==> src/rtl/sram_access_ctrl_if.sv <==
`timescale 1ns/1ps
`default_nettype none
// +----------------------------------------------------------------------+
// | Module   : sram_access_ctrl_if                                       |
// | Brief    : Request/response channel bundle for sram_access_ctrl.     |
// |            master = traffic source / response consumer,              |
// |            slave  = the access controller.                           |
// | Revision : 1.0  initial release                                      |
// +----------------------------------------------------------------------+
interface sram_access_ctrl_if #(
  parameter int ADDR_WIDTH = 8,
  parameter int DATA_WIDTH = 64
);
  logic                  req_valid;
  logic                  req_ready;
  logic                  req_write;
  logic [ADDR_WIDTH-1:0] req_addr;
  logic [DATA_WIDTH-1:0] req_wdata;
  logic                  rsp_valid;
  logic                  rsp_ready;
  logic [DATA_WIDTH-1:0] rsp_rdata;

  modport master (
    output req_valid, req_write, req_addr, req_wdata, rsp_ready,
    input  req_ready, rsp_valid, rsp_rdata
  );

  modport slave (
    input  req_valid, req_write, req_addr, req_wdata, rsp_ready,
    output req_ready, rsp_valid, rsp_rdata
  );
endinterface
`default_nettype wire

==> src/rtl/sram_access_ctrl.sv <==
`timescale 1ns/1ps
`default_nettype none
// +----------------------------------------------------------------------+
// | Module   : sram_access_ctrl                                          |
// | Brief    : valid/ready front-end for a single-port SRAM with 1-cycle |
// |            registered read latency. Zero-fills the array after       |
// |            reset, then passes requests through as raw SRAM strobes   |
// |            and queues read data in a small response FIFO.           |
// | Options  : SRAM_ACC_STAT_EN adds read/write/stall statistics ports.  |
// | Revision : 1.0  initial release                                      |
// +----------------------------------------------------------------------+
module sram_access_ctrl #(
  parameter int ADDR_WIDTH = 8,
  parameter int DATA_WIDTH = 64,
  parameter int RSP_DEPTH  = 3
) (
  input  wire                   clk,
  input  wire                   rst_n,
  sram_access_ctrl_if.slave     bus,
  output logic                  init_done,
  output logic [ADDR_WIDTH-1:0] sram_addr,
  output logic [DATA_WIDTH-1:0] sram_data,
  output logic                  sram_write_req,
  input  wire  [DATA_WIDTH-1:0] sram_q
`ifdef SRAM_ACC_STAT_EN
  ,
  output logic [31:0]           stat_rd_cnt,
  output logic [31:0]           stat_wr_cnt,
  output logic [31:0]           stat_stall_cnt
`endif
);

  localparam int c_CNT_W = $clog2(RSP_DEPTH + 1);
  localparam int c_PTR_W = (RSP_DEPTH > 1) ? $clog2(RSP_DEPTH) : 1;
  localparam logic [c_PTR_W-1:0]    c_LAST_PTR  = c_PTR_W'(RSP_DEPTH - 1);
  localparam logic [c_CNT_W:0]      c_DEPTH_OCC = (c_CNT_W + 1)'(RSP_DEPTH);
  localparam logic [ADDR_WIDTH-1:0] c_INIT_LAST = {ADDR_WIDTH{1'b1}};

  typedef enum logic [0:0] {
    ST_INIT = 1'b0,
    ST_RUN  = 1'b1
  } state_t;

  state_t                r_state;
  state_t                w_state_nxt;
  logic [ADDR_WIDTH-1:0] r_init_cnt;
  logic                  r_init_done;
  logic                  r_rd_inflight;

  logic [DATA_WIDTH-1:0] r_fifo [RSP_DEPTH];
  logic [c_PTR_W-1:0]    r_wr_ptr;
  logic [c_PTR_W-1:0]    r_rd_ptr;
  logic [c_CNT_W-1:0]    r_count;

  logic                  w_req_fire;
  logic                  w_rd_fire;
  logic                  w_push;
  logic                  w_pop;
  logic [c_CNT_W:0]      w_occupancy;
  logic                  w_room;

  function automatic logic [c_PTR_W-1:0] f_ptr_next(input logic [c_PTR_W-1:0] p);
    return (p == c_LAST_PTR) ? '0 : p + c_PTR_W'(1);
  endfunction

  // Reads reserve a FIFO slot at acceptance so an in-flight read always has room
  assign w_occupancy = {1'b0, r_count} + (c_CNT_W + 1)'(r_rd_inflight);
  assign w_room      = (w_occupancy < c_DEPTH_OCC);
  assign w_req_fire  = bus.req_valid & bus.req_ready;
  assign w_rd_fire   = w_req_fire & ~bus.req_write;
  assign w_push      = r_rd_inflight;
  assign w_pop       = bus.rsp_valid & bus.rsp_ready;

  assign bus.rsp_valid = (r_count != '0);
  assign bus.rsp_rdata = r_fifo[r_rd_ptr];
  assign init_done     = r_init_done;

  // State register
  always_ff @(posedge clk or negedge rst_n) begin
    if (!rst_n) begin
      r_state <= ST_INIT;
    end else begin
      r_state <= w_state_nxt;
    end
  end

  // Next-state and SRAM/handshake outputs: zero-fill in INIT, passthrough in RUN
  always_comb begin
    w_state_nxt    = r_state;
    bus.req_ready  = 1'b0;
    sram_addr      = r_init_cnt;
    sram_data      = '0;
    sram_write_req = 1'b0;
    case (r_state)
      ST_INIT: begin
        sram_write_req = 1'b1;
        if (r_init_cnt == c_INIT_LAST) begin
          w_state_nxt = ST_RUN;
        end
      end
      ST_RUN: begin
        // Writes never need a response slot, so only reads are throttled
        bus.req_ready  = bus.req_write | w_room;
        sram_addr      = bus.req_addr;
        sram_data      = bus.req_wdata;
        sram_write_req = bus.req_valid & bus.req_write;
      end
      default: begin
        w_state_nxt = ST_INIT;
      end
    endcase
  end

  // Zero-fill address counter and completion flag
  always_ff @(posedge clk or negedge rst_n) begin
    if (!rst_n) begin
      r_init_cnt  <= '0;
      r_init_done <= 1'b0;
    end else if (r_state == ST_INIT) begin
      r_init_cnt <= r_init_cnt + ADDR_WIDTH'(1);
      if (r_init_cnt == c_INIT_LAST) begin
        r_init_done <= 1'b1;
      end
    end
  end

  // Marks the cycle in which sram_q carries data for an accepted read
  always_ff @(posedge clk or negedge rst_n) begin
    if (!rst_n) begin
      r_rd_inflight <= 1'b0;
    end else begin
      r_rd_inflight <= w_rd_fire;
    end
  end

  // Response FIFO pointers and occupancy
  always_ff @(posedge clk or negedge rst_n) begin
    if (!rst_n) begin
      r_wr_ptr <= '0;
      r_rd_ptr <= '0;
      r_count  <= '0;
    end else begin
      if (w_push) begin
        r_wr_ptr <= f_ptr_next(r_wr_ptr);
      end
      if (w_pop) begin
        r_rd_ptr <= f_ptr_next(r_rd_ptr);
      end
      case ({w_push, w_pop})
        2'b10:   r_count <= r_count + c_CNT_W'(1);
        2'b01:   r_count <= r_count - c_CNT_W'(1);
        default: r_count <= r_count;
      endcase
    end
  end

  // Response FIFO storage; contents are meaningless while r_count says empty
  always_ff @(posedge clk) begin
    if (w_push) begin
      r_fifo[r_wr_ptr] <= sram_q;
    end
  end

`ifdef SRAM_ACC_STAT_EN
  logic w_wr_fire;
  assign w_wr_fire = w_req_fire & bus.req_write;

  // Traffic statistics; stalls only count once the array is in service
  always_ff @(posedge clk or negedge rst_n) begin
    if (!rst_n) begin
      stat_rd_cnt    <= '0;
      stat_wr_cnt    <= '0;
      stat_stall_cnt <= '0;
    end else begin
      if (w_rd_fire) begin
        stat_rd_cnt <= stat_rd_cnt + 32'd1;
      end
      if (w_wr_fire) begin
        stat_wr_cnt <= stat_wr_cnt + 32'd1;
      end
      if ((r_state == ST_RUN) && bus.req_valid && !bus.req_ready) begin
        stat_stall_cnt <= stat_stall_cnt + 32'd1;
      end
    end
  end
`endif

endmodule
`default_nettype wire
==> src/flat_wrapper.sv <==
// flat-port wrapper written by rule: the top's interface ports become plain ports
module sram_access_ctrl_flat 
#(
  parameter int ADDR_WIDTH = 8,
  parameter int DATA_WIDTH = 64,
  parameter int RSP_DEPTH  = 3
)
  (clk, rst_n, init_done, sram_addr, sram_data, sram_write_req, sram_q, bus_req_valid, bus_req_write, bus_req_addr, bus_req_wdata, bus_rsp_ready, bus_req_ready, bus_rsp_valid, bus_rsp_rdata);
  sram_access_ctrl_if #(.ADDR_WIDTH(ADDR_WIDTH), .DATA_WIDTH(DATA_WIDTH)) bus_i ();
  input  wire clk;
  input  wire rst_n;
  output logic init_done;
  output logic [ADDR_WIDTH-1:0] sram_addr;
  output logic [DATA_WIDTH-1:0] sram_data;
  output logic sram_write_req;
  input  wire  [DATA_WIDTH-1:0] sram_q;
  input wire logic [$bits(bus_i.req_valid)-1:0] bus_req_valid;
  input wire logic [$bits(bus_i.req_write)-1:0] bus_req_write;
  input wire logic [$bits(bus_i.req_addr)-1:0] bus_req_addr;
  input wire logic [$bits(bus_i.req_wdata)-1:0] bus_req_wdata;
  input wire logic [$bits(bus_i.rsp_ready)-1:0] bus_rsp_ready;
  output wire logic [$bits(bus_i.req_ready)-1:0] bus_req_ready;
  output wire logic [$bits(bus_i.rsp_valid)-1:0] bus_rsp_valid;
  output wire logic [$bits(bus_i.rsp_rdata)-1:0] bus_rsp_rdata;
  assign bus_i.req_valid = bus_req_valid;
  assign bus_i.req_write = bus_req_write;
  assign bus_i.req_addr = bus_req_addr;
  assign bus_i.req_wdata = bus_req_wdata;
  assign bus_i.rsp_ready = bus_rsp_ready;
  assign bus_req_ready = bus_i.req_ready;
  assign bus_rsp_valid = bus_i.rsp_valid;
  assign bus_rsp_rdata = bus_i.rsp_rdata;
  sram_access_ctrl #(.ADDR_WIDTH(ADDR_WIDTH), .DATA_WIDTH(DATA_WIDTH), .RSP_DEPTH(RSP_DEPTH)) u_core (.clk(clk), .rst_n(rst_n), .bus(bus_i), .init_done(init_done), .sram_addr(sram_addr), .sram_data(sram_data), .sram_write_req(sram_write_req), .sram_q(sram_q));
endmodule
==> config.mk <==
export PLATFORM = sky130hd
export DESIGN_NAME = sram_access_ctrl_flat
export DESIGN_NICKNAME = d
export VERILOG_FILES = /design/src/rtl/sram_access_ctrl_if.sv /design/src/rtl/sram_access_ctrl.sv /design/src/flat_wrapper.sv
export SDC_FILE = /design/constraint.sdc
export NUM_CORES = 1
export LEC_CHECK = 0
export CAP_MARGIN = 20
export CORE_MARGIN = 4
export CORE_UTILIZATION = 40
export CTS_CLUSTER_DIAMETER = 40
export DETAILED_ROUTE_END_ITERATION = 8
export HOLD_SLACK_MARGIN = 0.08
export PLACE_DENSITY = 0.79
export SLEW_MARGIN = 20
export SYNTH_ARGS = -nofsm -noshare
export SYNTH_HDL_FRONTEND = slang
export SYNTH_SLANG_ARGS = --single-unit
==> constraint.sdc <==
create_clock -name clk -period 8.55 [get_ports clk]
set_input_delay 1.71 -clock clk [delete_from_list [all_inputs] [get_ports clk]]
set_output_delay 1.71 -clock clk [all_outputs]
set_load 0.01 [all_outputs]
==> results.cfg <==
[worst_hold_path]
hold_class = register to register
hold_end = u_core.init_done
holdPathStages = 1
worstHoldStart = u_core.init_done

[final_layout]
syn_to_final_growth_pct = 44.5
final_cells = 1124
antenna_cells = 0
post-route-util = 0.596
nets = 981
design_area_um2 = 12200
drive_above_1_share = 0.0726

[route]
routed_wl_mm = 19.3
ant_nets = 0
first_pass_iters = 4
drc_errors = 0
wl_per_cell_um = 17.2
drt_iter0_markers = 241
via_per_inst = 4.75
vias = 5334

[worst_setup_path]
worstSetupPathType = register to output pin
cp-end-kind = output pin
critPathLaunchType = register
critPathSlowestCell = dfrtp_4
worstRegToRegCells = 3
cp_max_fo = 43
worstPathRequired_ns = 6.84
cp.arrival_ns = 2.97
rrSetupSlack_ns = 6.32
reg2reg_to = u_core.r_fifo[1][11]
reg2reg_from = u_core.r_wr_ptr[0]
max_stage_delay_ns = 0.73
worstPathCellList = buf_4 -> mux2i_1 -> o21ai_0 -> clkdlybuf4s50_1

[placement]
port_buffers = 280
hpwl_mm = 13.3
routabilityCongestion = 0.733
post-place-cells = 1080
place_area_um2 = 11400

[global_route]
grt_antenna_before_repair = 0
grt_first_pass_wirelength_mm = 29.5
grt_remaining_overflow = 0
track_usage = 0.158
grt_pass1_vias = 5488
grt_max_degree = 82

[timing]
skew_ns = 0.0178
relSlewSlack = 0.391
tns_ns = 0
hold_viol_final = 0
clock.fmax_mhz = 214
slew_viol_final = 0
rsz0062_at_grt = no
period_needed_ns = 4.68
worst_slew_pin_slew_ns = 0.911
setup_viol = 0
final.period_utilization = 0.547

[logic_synthesis]
synth-seq-cells = 209
synth_nets = 698
synth.distinct_cells = 31
synthCells = 553
avgSynthCellArea_um2 = 15.3
synth_warnings = 0
yosysSeqAreaShare = 0.732
mappedNetlistArea_um2 = 8450

[pwr]
p_leak_nw = 4.28
p_per_area_nw_per_um2 = 237
ir_worst_vdd_mv = 0.146

[floorplanning]
dieArea_um2 = 23500
ios = 281
die_x_um = 153
core_area_um2 = 20500
num_rows = 52
initial_core_util = 0.412
die_h_um = 153

[clock_tree]
holdBufCountCts = 0
cts.sinks = 209
insertion_delay_ns = 0.51
clkTransAtPathRegs_ns = 0.06
cts_buffers = 24
cts_tree = done
htreeDepth = 1
cts_root_buffer = clkbuf_16
cts.path.max_buffers = 3
postCtsSetupBuffers = 0
ctsResizeCount = 0

[job]
drv_cap = 0

[outcome]
status = complete, no violations
==> kinds of logic after synthesis <==
group           after synthesis  share of synthesized area
simple gates                152                     0.0913
xor+xnor                     10                     0.0104
flops                       209                      0.732
compound gates               74                     0.0459
fa+ha+maj                     4                    0.00592
buf+inv                      32                     0.0275
mux                          72                     0.0865
==> flip-flops by register name (all words and copies together) (netlist names) <==
register	count
u_core.r_state	1
u_core.r_init_cnt	8
u_core.r_wr_ptr	2
u_core.r_fifo	192
u_core.r_rd_inflight	1
u_core.r_count	2
u_core.r_rd_ptr	2
u_core.init_done	1
==> report_power, final <==
group | internal [mW] | switching, mW | leakage [nW]
clock | 0.556 | 0.401 | 0.377
combinational | 0.419 | 0.325 | 1.97
sequential | 1.13 | 0.0646 | 1.94
total | 2.10 | 0.790 | 4.28
==> how the worst max path moves through the flow <==
| stage | to | start | cells past startpoint |
|---|---|---|---|
| floorplan | u_core.r_fifo[2][0] | u_core.r_rd_inflight | 2 |
| finish | bus_rsp_rdata[49] | u_core.r_rd_ptr[0] | 4 |
| CTS | bus_rsp_rdata[49] | u_core.r_rd_ptr[0] | 4 |
| global route | bus_rsp_rdata[18] | u_core.r_rd_ptr[0] | 4 |
| detailed placement | sram_data[43] | bus_req_wdata[43] | 3 |
| global placement | sram_data[43] | bus_req_wdata[43] | 3 |
==> metrics by stage <==
step	worst slack, ns	hold slack (ns)	total power [mW]
finish	3.87	0.459	2.89
global route	3.67	0.487	3.03
CTS	3.81	0.468	2.93
detailed placement	3.87	0.456	1.97
global placement	3.86	0.452	1.96
floorplan	2.86	0.459	1.60
==> worst max-delay path, delay by kind of cell (launching register included) <==
kind	cells	cell delay, ns
compound gates	1	0.27
mux	1	0.15
buf+inv	2	1.29
flops	1	0.73
==> cell type report <==
cell class / count / area, µm²
clock buffer: 25 / 604
fill: 1606 / 8280
sequential: 209 / 6200
timing repair buffer: 287 / 2860
clock inverter: 19 / 161
tap: 270 / 338
inverter: 2 / 7.51
multi-input combinational: 312 / 2050
==> synth_stat cells <==
cell type / n / area share
nor2_1: 5 / 0.0022
nand4b_1: 1 / 0.0010
inv_1: 2 / 0.00089
mux2i_1: 64 / 0.076
and2_1: 65 / 0.048
o21ai_0: 38 / 0.023
mux2_2: 8 / 0.011
and4b_1: 1 / 0.0012
nand2b_1: 2 / 0.0015
clkbuf_1: 12 / 0.0053
xor2_1: 3 / 0.0031
nand3_1: 1 / 0.00059
o21ai_1: 28 / 0.017
edfxtp_1: 192 / 0.68
nand2_1: 70 / 0.031
ha_1: 4 / 0.0059
a21oi_1: 1 / 0.00059
nor3_2: 1 / 0.0012
buf_2: 8 / 0.0047
dfrtp_1: 17 / 0.050
nand4_1: 2 / 0.0015
nor3b_1: 1 / 0.00089
buf_6: 4 / 0.0053
o21a_1: 1 / 0.00089
nor3_1: 1 / 0.00059
buf_12: 4 / 0.0095
buf_4: 2 / 0.0018
a21o_1: 6 / 0.0053
or2_2: 1 / 0.00074
xnor2_1: 7 / 0.0073
nor2b_1: 1 / 0.00074
==> cells in the final DEF (no fill, tap or decap), types with 2 or more instances in the layout <==
cell / Yosys / layout
a21o_1: 6 / 6
and2_1: 65 / 65
buf_4: 2 / 7
clkbuf_16: 0 / 24
clkdlybuf4s50_1: 0 / 280
clkinv_1: 0 / 4
clkinv_2: 0 / 4
clkinv_4: 0 / 2
dfrtp_1: 17 / 14
dfrtp_4: 0 / 3
edfxtp_1: 192 / 192
ha_1: 4 / 4
inv_1: 2 / 2
inv_6: 0 / 5
mux2_2: 8 / 8
mux2i_1: 64 / 64
nand2_1: 70 / 70
nand2b_1: 2 / 2
nand4_1: 2 / 2
nor2_1: 5 / 4
nor3_2: 1 / 2
o21ai_0: 38 / 38
o21ai_1: 28 / 28
xnor2_1: 7 / 7
xor2_1: 3 / 3
==> per-layer routing <==
layer  part of all wire  global-route usage  vias to the layer above
met3              0.076              0.0433                       43
met5                  0                   0                        -
met4              0.028              0.0551                        0
li1                   -                   -                     2590
met1               0.38               0.175                     2472
met2               0.52               0.290                      229
Note: power is estimated with default switching activity, not from simulation.
